--- src/rtl/rv32_pkg.sv ---
// Shared RV32M definitions: funct3 encodings, muldiv FSM states and special-case constants.
package rv32_pkg;

    localparam int XLEN = 32;

    localparam logic [2:0] F3_MUL    = 3'b000;
    localparam logic [2:0] F3_MULH   = 3'b001;
    localparam logic [2:0] F3_MULHSU = 3'b010;
    localparam logic [2:0] F3_MULHU  = 3'b011;
    localparam logic [2:0] F3_DIV    = 3'b100;
    localparam logic [2:0] F3_DIVU   = 3'b101;
    localparam logic [2:0] F3_REM    = 3'b110;
    localparam logic [2:0] F3_REMU   = 3'b111;

    typedef enum logic [1:0] {
        IDLE = 2'd0,
        CALC = 2'd1,
        FIN  = 2'd2
    } state_e;

    localparam logic [XLEN-1:0] DIV0_QUOT = 32'hFFFF_FFFF;
    localparam logic [XLEN-1:0] INT_MIN   = 32'h8000_0000;

endpackage

--- src/rtl/rv32_sign_fix.sv ---
// Conditional two's-complement negate; also yields |val| when is_signed and val is negative.
module rv32_sign_fix #(
    parameter int W = 32
) (
    input  logic [W-1:0] val,
    input  logic         is_signed,
    input  logic         force_neg,
    output logic [W-1:0] res
);

    logic neg;

    assign neg = force_neg | (is_signed & val[W-1]);
    assign res = neg ? -val : val;

endmodule

--- src/rtl/rv32im_muldiv.sv ---
// Iterative RV32M multiply/divide unit (shift-add multiply, restoring divide, one bit per cycle).
// Optional RV32_MULDIV_FAST_MUL_EN: single-cycle multiply, divide unchanged.
module rv32im_muldiv
    import rv32_pkg::*;
(
    input  logic            clk_i,
    input  logic            rst_i,
    input  logic            valid_i,
    input  logic [2:0]      funct3_i,
    input  logic [XLEN-1:0] rs1_val_i,
    input  logic [XLEN-1:0] rs2_val_i,
    input  logic [4:0]      rd_addr_i,
    input  logic            flush_i,
    output logic            ready_o,
    output logic            busy_o,
    output logic            we_o,
    output logic [4:0]      rd_addr_o,
    output logic [XLEN-1:0] result_o
);

    state_e            state, state_nxt;
    logic [4:0]        cnt;
    logic [2:0]        f3_q;
    logic [4:0]        rd_q;
    logic [XLEN-1:0]   acc, lo, op_b;
    logic              neg_q, neg_r;

    logic              accept, a_sgn, b_sgn, na, nb;
    logic              is_div_in, div0, ovf, early, fast_mul;
    logic [XLEN-1:0]   mag_a, mag_b;
    logic [XLEN:0]     mul_sum, div_shift;
    logic              div_ge;
    logic [XLEN-1:0]   div_rem_nxt;
    logic [2*XLEN-1:0] prod_fix;
    logic [XLEN-1:0]   quot_fix, rem_fix, result_sel;

    assign accept    = valid_i & ready_o;
    assign ready_o   = (state == IDLE);
    assign busy_o    = (state != IDLE);
    assign is_div_in = funct3_i[2];

    // NOTE: every always_comb output gets a default first so no path can infer a latch.
    always_comb begin
        a_sgn = 1'b0;
        b_sgn = 1'b0;
        case (funct3_i)
            F3_MUL, F3_MULH, F3_DIV, F3_REM: begin
                a_sgn = 1'b1;
                b_sgn = 1'b1;
            end
            F3_MULHSU: a_sgn = 1'b1;
            default: ;
        endcase
    end

    assign na    = a_sgn & rs1_val_i[XLEN-1];
    assign nb    = b_sgn & rs2_val_i[XLEN-1];
    assign div0  = is_div_in & (rs2_val_i == '0);
    assign ovf   = is_div_in & b_sgn & (rs1_val_i == INT_MIN) & (rs2_val_i == '1);
    assign early = div0 | ovf;

`ifdef RV32_MULDIV_FAST_MUL_EN
    logic [2*XLEN-1:0] fast_a, fast_b, fast_prod;

    // Sign-extended 33-bit operands; the low 64 bits of the product are sign-agnostic.
    assign fast_a    = {{XLEN{na}}, rs1_val_i};
    assign fast_b    = {{XLEN{nb}}, rs2_val_i};
    assign fast_prod = fast_a * fast_b;
    assign fast_mul  = ~is_div_in;
`else
    assign fast_mul  = 1'b0;
`endif

    rv32_sign_fix #(.W(XLEN)) u_fix_a (.val(rs1_val_i), .is_signed(a_sgn), .force_neg(1'b0), .res(mag_a));
    rv32_sign_fix #(.W(XLEN)) u_fix_b (.val(rs2_val_i), .is_signed(b_sgn), .force_neg(1'b0), .res(mag_b));

    // Product lives in {acc, lo}; the divide keeps remainder in acc and shifts quotient into lo.
    assign mul_sum     = {1'b0, acc} + (lo[0] ? {1'b0, op_b} : '0);
    assign div_shift   = {acc, lo[XLEN-1]};
    assign div_ge      = div_shift >= {1'b0, op_b};
    assign div_rem_nxt = div_ge ? (div_shift[XLEN-1:0] - op_b) : div_shift[XLEN-1:0];

    rv32_sign_fix #(.W(2*XLEN)) u_fix_p (.val({acc, lo}), .is_signed(1'b0), .force_neg(neg_q), .res(prod_fix));
    rv32_sign_fix #(.W(XLEN))   u_fix_q (.val(lo),        .is_signed(1'b0), .force_neg(neg_q), .res(quot_fix));
    rv32_sign_fix #(.W(XLEN))   u_fix_r (.val(acc),       .is_signed(1'b0), .force_neg(neg_r), .res(rem_fix));

    always_comb begin
        result_sel = prod_fix[XLEN-1:0];
        case (f3_q)
            F3_MULH, F3_MULHSU, F3_MULHU: result_sel = prod_fix[2*XLEN-1:XLEN];
            F3_DIV, F3_DIVU:              result_sel = quot_fix;
            F3_REM, F3_REMU:              result_sel = rem_fix;
            default: ;
        endcase
    end

    // NOTE: sequential state uses non-blocking assignments so all registers update together.
    always_ff @(posedge clk_i or posedge rst_i) begin
        if (rst_i) state <= IDLE;
        else       state <= state_nxt;
    end

    always_comb begin
        state_nxt = state;
        case (state)
            IDLE: if (accept) state_nxt = (early | fast_mul) ? FIN : CALC;
            CALC: begin
                if (flush_i)            state_nxt = IDLE;
                else if (cnt == 5'd31)  state_nxt = FIN;
            end
            FIN:     state_nxt = IDLE;
            default: state_nxt = IDLE;
        endcase
    end

    always_ff @(posedge clk_i or posedge rst_i) begin
        if (rst_i) begin
            cnt       <= '0;
            f3_q      <= F3_MUL;
            rd_q      <= '0;
            acc       <= '0;
            lo        <= '0;
            op_b      <= '0;
            neg_q     <= 1'b0;
            neg_r     <= 1'b0;
            we_o      <= 1'b0;
            rd_addr_o <= '0;
            result_o  <= '0;
        end else begin
            we_o <= 1'b0;
            case (state)
                IDLE: if (accept) begin
                    f3_q  <= funct3_i;
                    rd_q  <= rd_addr_i;
                    cnt   <= '0;
                    op_b  <= mag_b;
                    acc   <= '0;
                    lo    <= mag_a;
                    neg_q <= na ^ nb;
                    neg_r <= na;
                    // Early cases preload the final quotient/remainder with no sign correction.
                    if (div0) begin
                        lo    <= DIV0_QUOT;
                        acc   <= rs1_val_i;
                        neg_q <= 1'b0;
                        neg_r <= 1'b0;
                    end else if (ovf) begin
                        lo    <= INT_MIN;
                        neg_q <= 1'b0;
                        neg_r <= 1'b0;
                    end
`ifdef RV32_MULDIV_FAST_MUL_EN
                    else if (fast_mul) begin
                        {acc, lo} <= fast_prod;
                        neg_q     <= 1'b0;
                    end
`endif
                end
                CALC: begin
                    cnt <= cnt + 5'd1;
                    if (f3_q[2]) begin
                        acc <= div_rem_nxt;
                        lo  <= {lo[XLEN-2:0], div_ge};
                    end else begin
                        acc <= mul_sum[XLEN:1];
                        lo  <= {mul_sum[0], lo[XLEN-1:1]};
                    end
                end
                FIN: if (!flush_i) begin
                    we_o      <= 1'b1;
                    rd_addr_o <= rd_q;
                    result_o  <= result_sel;
                end
                default: ;
            endcase
        end
    end

endmodule

--- config.mk ---
export PLATFORM = sky130hd
export DESIGN_NAME = rv32im_muldiv
export DESIGN_NICKNAME = d
export VERILOG_FILES = /design/src/rtl/rv32_pkg.sv /design/src/rtl/rv32_sign_fix.sv /design/src/rtl/rv32im_muldiv.sv
export SDC_FILE = /design/constraint.sdc
export NUM_CORES = 1
export LEC_CHECK = 0
export CORE_ASPECT_RATIO = 1.25
export CORE_MARGIN = 3
export CORE_UTILIZATION = 55
export DETAILED_ROUTE_END_ITERATION = 8
export PLACE_DENSITY_LB_ADDON = 0.12
export SKIP_LAST_GASP = 1
export SLEW_MARGIN = 20
export SYNTH_ARGS = -nofsm -noshare
export SYNTH_HDL_FRONTEND = slang
export SYNTH_SLANG_ARGS = --single-unit
--- constraint.sdc ---
create_clock -name clk_i -period 5.23 [get_ports clk_i]
set_input_delay 1.046 -clock clk_i [delete_from_list [all_inputs] [get_ports clk_i]]
set_output_delay 1.046 -clock clk_i [all_outputs]
set_load 0.03 [all_outputs]
==> flow_metrics.py <==
metrics = {
    "finish": {
        "fin_nets": 2102,
        "postLayoutCellArea_um2": 16400,
        "syn_to_final_growth_pct": 13.1,
        "drive_above_1_share_pct": 5.44,
        "fillers": 2425,
        "post-route-util_pct": 64.0,
        "finalNonFillerCells": 2301,
        "diodes": 0,
    },
    "worst_setup_path": {
        "reg2reg_to": "acc[22]",
        "arrival_ns": 4.65,
        "crit_path_start": "lo[0]",
        "endpoint": "acc[22]",
        "critPathMaxFanout": 30,
        "path_class": "reg2reg",
        "reg2reg_depth": 14,
        "rrSetupSlack_ns": 0.93,
        "cp_slowest_cell": "o21ai_0",
        "slowest_delay_ns": 0.60,
        "worstPathRequired_ns": 5.58,
        "critical_path.startpoint_type": "flip-flop",
        "worstPathCellList": "inv_1 > buf_4 > nor2_1 > ha_1 > o211ai_1 > o21ai_0 > buf_4 > o2111a_1 > o21ai_0 > o21ai_0 > a21oi_1 > xnor2_1 > mux2i_1 > o21ai_0",
        "r2r_start": "lo[0]",
        "worstSetupEndpointType": "flip-flop",
        "crit_top_cell": "o21ai_0",
    },
    "timing": {
        "min_period_over_period_pct": 82.2,
        "max_slew_margin_pct": 29.0,
        "fin_crit_ns": 4.30,
        "hold_ws_ns": 0.469,
        "finalSetupViolations": 0,
        "fin_ws_ns": 0.929,
        "fmax_ghz": 0.232,
        "rsz0062_at_grt": "false",
        "finClkSkew_ns": 0.0118,
        "worst_slew_pin_slew_ns": 1.07,
        "finalSetupTns_ns": 0,
        "slew_viol_final": 0,
        "finalHoldViolCount": 0,
    },
    "floorplan": {
        "pin_count": 116,
        "initial_core_util_pct": 56.5,
        "die_w_um": 151,
        "dieArea_um2": 28300,
        "core_area_um2": 25600,
        "die_h_um": 187,
        "rows": 65,
    },
    "placement": {
        "dp_cells": 2269,
        "place_congestion": 1.03,
        "dp_hpwl_mm": 41.4,
        "pre_cts_ws_ns": 0.885,
        "placed_area_um2": 15800,
        "port_buffers": 115,
    },
    "worst_hold_path": {
        "hold_class": "reg2reg",
    },
    "global_routing": {
        "gr-total-overflow": 0,
        "grt_max_degree": 104,
        "grt_antenna_before_repair": 0,
        "grt_use_total_pct": 37.5,
        "grt_pass1_wl_mm": 82.5,
        "grt_pass1_vias": 14500,
    },
    "clock_tree": {
        "htreeDepth": 4,
        "ctsHoldBuffers": 0,
        "cts_resized": 0,
        "clk-insertion-delay-late_ns": 0.44,
        "tritoncts": "done",
        "clkTransAtPathRegs_ns": 0.06,
        "clock_path_buffers": 2,
        "cts_setup_buffers": 0,
        "cts-root-buf": "clkbuf_16",
        "clock-sinks": 151,
        "numCtsBuffers": 17,
    },
    "synthesis": {
        "synth_top_family_by_area": "compound AO/OA/AOI/OAI gates",
        "synthFlopType": "dfrtp_1",
        "yosys.area_share.simple_pct": 22.0,
        "async_flop_share_pct": 100,
        "syn_avg_cell_area_um2": 7.54,
        "muxShareOfSynthArea_pct": 3.44,
        "synth_adder_area_share_pct": 6.41,
        "syn_nets": 2069,
        "ys_ff_latch": 151,
        "yosysSeqAreaShare_pct": 26.1,
        "synth_compound_area_share_pct": 26.1,
        "ys_types": 80,
        "syn_area_um2": 14500,
        "synth_edf_count": 0,
        "synth_xor_area_share_pct": 10.5,
        "yosysWarningCount": 0,
        "postSynthCellCount": 1920,
    },
    "run": {
        "cap_violations": 0,
    },
    "route": {
        "wl_met3_mm": 3.81,
        "drtPass1Iterations": 6,
        "routed.top_layer": "met4",
        "post_drt_via_cell_ratio": 6.58,
        "wl_mm": 53.5,
        "detail-route-antenna-nets": 0,
        "drc": 0,
        "wl_met2_mm": 24.9,
        "wl_met1_mm": 19.9,
        "via_count": 15200,
        "wl_per_cell_um": 23.3,
        "drtIter0Drc": 1515,
    },
    "pwr": {
        "p_per_area_nw_per_um2": 699,
        "max-vdd-ir-drop_mv": 0.315,
        "power.leakage_nw": 6.88,
        "power.total_mw": 11.5,
    },
    "outcome": {
        "status": "finished, final reports clean",
    },
}
## layer usage
metal  vias to the layer above  global-route usage (%)
met5                         -                       0
met4                         0                    28.4
met3                       221                    6.13
met2                       782                    60.2
met1                      7118                    44.2
li1                       7031                       -
## layout make-up
type,count,area [um^2],share of cell area (%)
multi-input cells,1573,9940,60.7
clock inverters,12,143,0.871
well taps,335,419,2.56
flip-flops and latches,151,3780,23.1
repair buffers,148,1400,8.54
clock buffers,20,467,2.85
inverters,62,238,1.45
## cell usage after synthesis, drive strengths merged, types with 24 or more instances
| cell | number | area share, % |
|---|---|---|
| nand4 | 28 | 1.3 |
| clkbuf | 104 | 2.7 |
| inv | 61 | 1.6 |
| and3 | 25 | 1.1 |
| nor2 | 190 | 4.9 |
| xnor2 | 88 | 5.3 |
| a21oi | 160 | 5.5 |
| o31ai | 26 | 1.4 |
| o22ai | 26 | 1.1 |
| buf | 30 | 1.2 |
| xor2 | 86 | 5.2 |
| nor3 | 42 | 1.6 |
| a221oi | 36 | 2.2 |
| nand2 | 238 | 6.2 |
| a31oi | 24 | 1.0 |
| ha | 71 | 6.1 |
| a21o | 33 | 1.7 |
| dfrtp | 151 | 26 |
| mux2i | 34 | 2.3 |
| nand3 | 38 | 1.3 |
| o21ai | 173 | 6.0 |
| nor4 | 25 | 1.3 |
## sequential cells by signal, summed over array words and instances, names as in the netlist
| register | count |
|---|---|
| acc | 32 |
| lo | 32 |
| op_b | 32 |
| result_o | 32 |
| cnt | 5 |
| rd_addr_o | 5 |
| rd_q | 5 |
| f3_q | 3 |
| state | 2 |
| neg_q | 1 |
| neg_r | 1 |
| we_o | 1 |
## kinds of logic (layout without fill, tap and decap cells)
family,after synthesis,count (layout)
AOI/OAI and AO/OA,602,602
buffers and inverters,196,242
adders and majority gates,73,73
DFF,151,151
and+or+nand+nor,676,676
xor gates and xnor gates,174,174
muxes,48,48
## power breakdown
part | internal [mW] | switching (mW) | leakage [nW]
logic | 2.95 | 4.91 | 4.68
registers | 1.59 | 0.708 | 1.91
clock network | 0.749 | 0.549 | 0.291
total | 5.29 | 6.17 | 6.88
## worst max-delay path, delay by kind of cell, from the launching register on
kind / cells / cell delay (ns)
compound gates: 7 / 2.06
buf+inv: 3 / 0.80
flops: 1 / 0.50
fa+ha+maj: 1 / 0.47
xor+xnor: 1 / 0.19
simple gates: 1 / 0.10
mux: 1 / 0.10
## how the worst min path moves through the flow
stage	from	endpoint	slack, ns	cells past startpoint
2_1_floorplan	rd_q[0]	rd_addr_o[0]	0.44	2
3_3_place_gp	rd_q[3]	rd_addr_o[3]	0.45	2
3_5_place_dp	rd_q[2]	rd_addr_o[2]	0.46	2
4_1_cts	rd_q[4]	rd_addr_o[4]	0.47	2
5_1_grt	rd_q[4]	rd_addr_o[4]	0.49	2
6_report	rd_q[2]	rd_addr_o[2]	0.47	2
## cell usage in the layout, fill, tap and decap left out, types with 12 or more instances in the layout
cell and n:
a211oi_1 21, a31oi_1 24, mux2i_1 34, o211ai_1 15, inv_1 60, clkbuf_16 17
dfrtp_1 150, and3_1 25, nor3_1 40, nand3_1 38, a21o_1 33, mux2_2 14
and2_1 12, xnor2_1 88, nor4_1 21, o21ai_0 167, nor2_1 188, a21oi_1 160
o31ai_1 25, or3_1 14, nand4_1 27, o22ai_1 26, ha_1 71, or4_1 13
clkdlybuf4s50_1 115, xor2_1 86, nand2b_1 12, buf_4 33, nand2_1 237, a221oi_1 36
Note: power is estimated with default switching activity, not from simulation.
